==> src/rtl/compound_arb_types.sv <==
// Shared types for the compound output arbiter: payload struct, FSM states, requester count.
package compound_arb_types;

  localparam int NUM_REQ = 2;
  localparam int ID_W    = $clog2(NUM_REQ);
  localparam int COUNT_W = 8;

  typedef enum logic {
    MODE_READ  = 1'b0,
    MODE_WRITE = 1'b1
  } mode_e;

  typedef struct packed {
    mode_e mode;
    int    x;
    logic  y;
  } CompoundType;

  typedef enum logic {
    SECTION_IDLE = 1'b0,
    SECTION_HOLD = 1'b1
  } Sections;

  localparam CompoundType COMPOUND_RESET = '{mode: MODE_READ, x: 0, y: 1'b0};

endpackage

==> src/rtl/rr_arbiter2.sv <==
// Two-way winner selection: sole valid wins, otherwise the side not granted last.
// With COMPOUND_ARB_WRITE_PRIO_EN defined, a write request beats a read request.
module rr_arbiter2
  import compound_arb_types::*;
(
  input  logic [NUM_REQ-1:0] valid,
  input  logic [NUM_REQ-1:0] is_write,
  input  logic [ID_W-1:0]    ptr,
  output logic [ID_W-1:0]    winner,
  output logic               any
);

  // NOTE: every output gets a default first so no path through always_comb leaves it unassigned (no latch).
  always_comb begin
    any    = |valid;
    winner = '0;
    if (valid == 2'b10) begin
      winner = 1'b1;
    end else if (valid == 2'b11) begin
`ifdef COMPOUND_ARB_WRITE_PRIO_EN
      if (is_write[0] != is_write[1]) winner = is_write[1];
      else                            winner = ~ptr;
`else
      winner = ~ptr;
`endif
    end
  end

`ifndef COMPOUND_ARB_WRITE_PRIO_EN
  // Modes only matter when write priority is built in.
  logic unused_is_write;
  assign unused_is_write = ^is_write;
`endif

endmodule

==> src/rtl/compound_out_arbiter.sv <==
// Two requesters share one registered output with notify/sync handshake and a transfer counter.
// Optional write-over-read priority via COMPOUND_ARB_WRITE_PRIO_EN.
module compound_out_arbiter
  import compound_arb_types::*;
(
  input  logic               clk,
  input  logic               rst,
  input  CompoundType        req0_data,
  input  logic               req0_valid,
  output logic               req0_ready,
  input  CompoundType        req1_data,
  input  logic               req1_valid,
  output logic               req1_ready,
  output CompoundType        b_out,
  output logic               b_out_notify,
  input  logic               b_out_sync,
  output logic [ID_W-1:0]    grant_id,
  output logic [COUNT_W-1:0] xfer_count
);

  Sections           state, state_next;
  logic [ID_W-1:0]   ptr;
  logic [ID_W-1:0]   winner;
  logic              any;
  logic              take;
  logic              accepting;
  logic              grant;

  rr_arbiter2 u_rr_arbiter2 (
    .valid    ({req1_valid, req0_valid}),
    .is_write ({req1_data.mode == MODE_WRITE, req0_data.mode == MODE_WRITE}),
    .ptr      (ptr),
    .winner   (winner),
    .any      (any)
  );

  // A held word can be replaced in the same cycle the consumer takes it.
  always_comb begin
    take       = (state == SECTION_HOLD) && b_out_sync;
    accepting  = (state == SECTION_IDLE) || b_out_sync;
    grant      = accepting && any;
    state_next = state;
    if (grant)     state_next = SECTION_HOLD;
    else if (take) state_next = SECTION_IDLE;
  end

  assign req0_ready   = grant && (winner == 1'b0);
  assign req1_ready   = grant && (winner == 1'b1);
  assign b_out_notify = (state == SECTION_HOLD);

  // NOTE: registered state uses non-blocking assignments so every flop samples pre-edge values.
  always_ff @(posedge clk or posedge rst) begin
    if (rst) begin
      state      <= SECTION_IDLE;
      b_out      <= COMPOUND_RESET;
      grant_id   <= '0;
      xfer_count <= '0;
      ptr        <= 1'b1;
    end else begin
      state <= state_next;
      if (take) xfer_count <= xfer_count + 1'b1;
      if (grant) begin
        b_out    <= winner ? req1_data : req0_data;
        grant_id <= winner;
        ptr      <= winner;
      end
    end
  end

endmodule

==> config.mk <==
export PLATFORM = sky130hd
export DESIGN_NAME = compound_out_arbiter
export DESIGN_NICKNAME = d
export VERILOG_FILES = /design/src/rtl/compound_arb_types.sv /design/src/rtl/rr_arbiter2.sv /design/src/rtl/compound_out_arbiter.sv
export SDC_FILE = /design/constraint.sdc
export NUM_CORES = 1
export LEC_CHECK = 0
export ABC_AREA = 1
export CORE_UTILIZATION = 33
export CTS_BUF_LIST = sky130_fd_sc_hd__clkbuf_4 sky130_fd_sc_hd__clkbuf_8
export DETAILED_ROUTE_END_ITERATION = 7
export GPL_TIMING_DRIVEN = 1
export PLACE_DENSITY = 0.75
export SETUP_SLACK_MARGIN = 0.02
export SLEW_MARGIN = 20
export SYNTH_ARGS = -nofsm -noshare
export SYNTH_HDL_FRONTEND = slang
export SYNTH_SLANG_ARGS = --single-unit
==> constraint.sdc <==
create_clock -name clk -period 1.6 [get_ports clk]
set_input_delay 0.16 -clock clk [delete_from_list [all_inputs] [get_ports clk]]
set_output_delay 0.16 -clock clk [all_outputs]
set_load 0.03 [all_outputs]
Word level (Yosys, flattened, before mapping)

Cells that the tools add are included.

Register bits: 45
Word-level logic and storage cells: 25

$add $sub $neg: 1
Equal/unequal tests: 2
Multiplexer cells: 5
Bitwise gates (word level): 3
Reduce and logical (&&, ||, !) cells: 7

Operators with widths:

| kind                | number |
|---|---|
| $mux 34             | 1 |
| $add 8x1->8 const B | 1 |
| $eq 2x2->1 const B  | 2 |
| $logic_and 1x1->1   | 4 |
| $mux 1              | 4 |
| $not 1->1           | 3 |
| $reduce_bool 2->1   | 1 |
| $reduce_or 2->1     | 1 |
| $logic_or 1x1->1    | 1 |

Depth between registers and ports, before layout

Word-level depth: 5
Gate-level depth with buffers: 8

Cells and area by module

From an unflattened synthesis, not the netlist that was laid out.

Cell total of the unflattened synthesis: 245
Area total of the unflattened synthesis: 2093.3 sq um

Modules (own cells, without submodules):

| module               | instances | cells an instance | area each (sq um) | sequential area each (sq um) |
|---|---|---|---|---|
| compound_out_arbiter | 1         | 242               | 2078.2            | 1127.3 |
| rr_arbiter2          | 1         | 3                 | 15.0              | 0.0 |

Least setup slack after synthesis

No wires, ideal clock.

Path kind: flip-flop to output port
Start point: register state, in the netlist b_out_notify
End point: output req0_ready
Arrival time: 1.449 ns
Data required time: 1.440 ns
Slack: -0.009 ns
Stages on the path, launching flop included: 5
Cell sequence: dfrtp_1 > a21oi_4 > inv_4 > buf_6 > nor2_1

Word-level cells in the longest chain between the ends: 4

Ends and longest elaborated chain:

| what                   | line                       | text |
|---|---|---|
| start, declared        | compound_out_arbiter.sv:21 | `Sections state, state_next;` |
| start signal, assigned | compound_out_arbiter.sv:60 | `state <= state_next;` |
| $not 1->1              | compound_out_arbiter.sv:40 | `accepting = (state == SECTION_IDLE) \|\| b_out_sync;` |
| $logic_or 1x1->1       | compound_out_arbiter.sv:40 |  |
| $logic_and 1x1->1      | compound_out_arbiter.sv:41 | `grant = accepting && any;` |
| $logic_and 1x1->1      | compound_out_arbiter.sv:47 | `assign req0_ready = grant && (winner == 1'b0);` |
| end, declared          | compound_out_arbiter.sv:10 | `output logic req0_ready,` |

No other way between the ends.

Worst setup path in the final report

Start point: register b_out[23] (netlist bit)
End point: output b_out[23] (netlist bit)

RTL lines:

| what                   | line                       | text |
|---|---|---|
| start, declared        | compound_out_arbiter.sv:14 | `output CompoundType b_out,` |
| start signal, assigned | compound_out_arbiter.sv:63 | `b_out <= winner ? req1_data : req0_data;` |

No word-level cell between the ends.

==> flow_summary_export.csv <==
group,metric,value,unit
floorplan,core_area,6460,um2
clock_tree,ctsHoldBuffers,0,
clock_tree,clock-root-buffer,"clkbuf_8",
logic_synthesis,synth_top_area_cell,"dfrtp_1",
critical_path,regToRegSetupSlack,330,ps
timing,period_share,0.949,
timing,drv_slew,0,
global_route,groute.usage.overall,0.173,
drt,dr.pass1.iters,6,
power,combPwrFrac,0.426,
power,vdd_ir_drop_max,0.446,mV
logic_synthesis,netlist.area_leader.share,0.490,
power,seqPwrFrac,0.389,
clock_tree,cts_resized,3,
clock_tree,clk_pin_slew_worst_paths,80,ps
clock_tree,post_cts_buffers,0,
final_layout,layout_common_cells,"nand2_1 (226), clkdlybuf4s50_1 (108), dfrtp_1 (44)",
floorplan,die_y,84.5,um
worst_hold_path,hp-class,"input pin to async pin",
final_layout,diodes,0,
run,maxCapViolCount,0,
logic_synthesis,yosysSeqAreaShare,0.501,
logic_synthesis,synth_cells,317,
floorplan,ios,119,
global_route,antenna_found_initial,0,
power,p_sw,1.50,mW
drt,routed_wl,5.99,mm
clock_tree,clock_sink_count,45,
final_layout,sequential_cell_area,1130,um2
final_layout,area_growth,62.4,%
drt,met2_length,2.97,mm
final_layout,fin_util,0.565,
timing,timing.fmax,658,MHz
logic_synthesis,postSynthAreaPerCell,7.09,um2
drt,met1_length,2.56,mm
power,power_leakage,1.93,nW
critical_path,cp.arrival,1360,ps
critical_path,crit_chain,"clkdlybuf4s50_1",
final_layout,nNetsFinal,512,
placement,postPlaceCellArea,3540,um2
floorplan,fp.dieArea,7150,um2
timing,slew_headroom,0.756,
final_layout,drive_above_1_share,0.0638,
power,finalPower,4.00,mW
logic_synthesis,synth_cell_types,19,
critical_path,critPathTopFamily,"buffers and inverters",
critical_path,critical_path_depth,1,
logic_synthesis,netlist_top_cells_area,"dfrtp_1 (49%), nand2_1 (38%), inv_1 (2.2%)",
critical_path,timing.rr.end,"b_out[2]",
timing,setup_ws,81.0,ps
clock_tree,insertion_delay,280,ps
final_layout,final_area,3650,um2
final_layout,layout.cells.non_filler,516,
drt,drc,14,
drt,vias_per_cell,4.43,
timing,min_period,1520,ps
logic_synthesis,yosysWarnings,0,
timing,finalSetupViolCount,0,
drt,first_iter_violations,41,
drt,ant_nets,0,
global_route,grt-ovfl-total,0,
global_route,grt_max_degree,29,
critical_path,critical_path.slowest_cell,"clkdlybuf4s50_1",
critical_path,cp-endpoint,"b_out[23]",
logic_synthesis,synthesis.area,2250,um2
timing,skew,6.49,ps
critical_path,crit_start,"b_out[23]",
global_route,grt_pass1_vias,2215,
outcome,status,"finished, violations left",
drt,highest_layer,"met4",
logic_synthesis,ys_ff_latch,45,
final_layout,layout_commonest_cell,"nand2_1",
drt,dr_total_vias,2288,
global_route,grt_first_pass_wirelength,9.96,mm
placement,place_ws,151,ps
placement,placedCellCount,508,
final_layout,multiInputGateArea,986,um2
critical_path,ff2ff_path_depth,8,
placement,port_buffers,118,
power,p_clk_frac,0.185,
critical_path,critPathKind,"register to output pin",
final_layout,fill_cells,616,
floorplan,die_w,84.5,um
critical_path,regToRegStartpoint,"ptr",
timing,rsz0062_at_grt,"no",
outcome,violations,"design-rule violations",
floorplan,rows,29,
drt,wl_per_cell,11.6,um
floorplan,start_util,0.348,
critical_path,end_kind,"output pin",
timing,hold_viol_final,0,
power,swShare,0.376,
power,p_per_area,1100,nW/um2
placement,dp_hpwl,4.58,mm
timing,setup_tns,0,ps
clock_tree,cts_buffer_depth,2,
critical_path,path_max_fanout,2,
critical_path,cp_num_buf_inv,1,
timing,tightest_slew,366,ps
clock_tree,cts_tree,"built",
critical_path,start_kind,"register",
placement,gp_congestion,0.732,
drt,wl_met3,400,um
logic_synthesis,syn_nets,391,
power,internal-power,2.50,mW
critical_path,worst_ep_required_time,1440,ps
clock_tree,htreeDepth,2,
timing,holdWs,159,ps
critical_path,slowest_delay,690,ps
clock_tree,cts_buffers,5,
## worst register-to-register path, cell delays in order (launching register included)
cell and delay [ps]:
dfstp_2 540, nand2_1 60, nand2_2 100, inv_4 80, buf_12 170, nand2_1 60
nand2_1 50, nand2_1 50, nand2_1 50
## registers in the layout, summed over array words and instances (netlist names)
signal        flops
b_out            34
b_out_notify      1
grant_id          1
xfer_count        8
ptr               1
## power groups by stage
stage                     combinational [mW]  clock, mW  sequential [mW]
final                                   1.70      0.741             1.56
after global routing                    1.85      0.800             1.59
after CTS                               1.73      0.759             1.56
after detailed placement                1.75          0             1.58
after global placement                  1.72          0             1.57
after floorplan                        0.511          0             2.00
## per-layer routing
metal  vias up  track usage
li1       1180            -
met1      1031        0.203
met2        71        0.316
met3         6       0.0423
met4         0       0.0431
met5         -            0
## cell type report
| class | count | share of cell area |
|---|---|---|
| Inverter | 15 | 0.0168 |
| Tap cell | 77 | 0.0264 |
| Multi-Input combinational cell | 245 | 0.270 |
| Clock buffer | 8 | 0.0267 |
| Timing Repair Buffer | 126 | 0.351 |
| Sequential cell | 45 | 0.309 |
## worst min path at each step
stage                              end  slack (ps)
after floorplan           b_out_notify         300
after global routing         b_out[23]         210
final                        b_out[28]         160
after CTS                    b_out[24]         170
after global placement             ptr         450
after detailed placement           ptr         460
## synthesized netlist by cell type, drive strengths merged
cell type,number
ha,1
dfrtp,44
xnor2,2
xor2,2
nand2,228
inv,15
dfstp,1
mux2,1
nor2,5
buf,12
nand4,1
nand3,4
a21oi,1
## cells by family (layout without fill, tap and decap cells)
kind of cell / after synthesis / count (layout) / synth area share
buffers and inverters: 27 / 149 / 0.0623
adders and majority gates: 1 / 1 / 0.00556
xor gates and xnor gates: 4 / 4 / 0.0156
DFF: 45 / 45 / 0.501
muxes: 1 / 1 / 0.00501
AOI/OAI and AO/OA: 1 / 1 / 0.00724
and+or+nand+nor: 238 / 238 / 0.403
(Power assumes the default switching activity.)
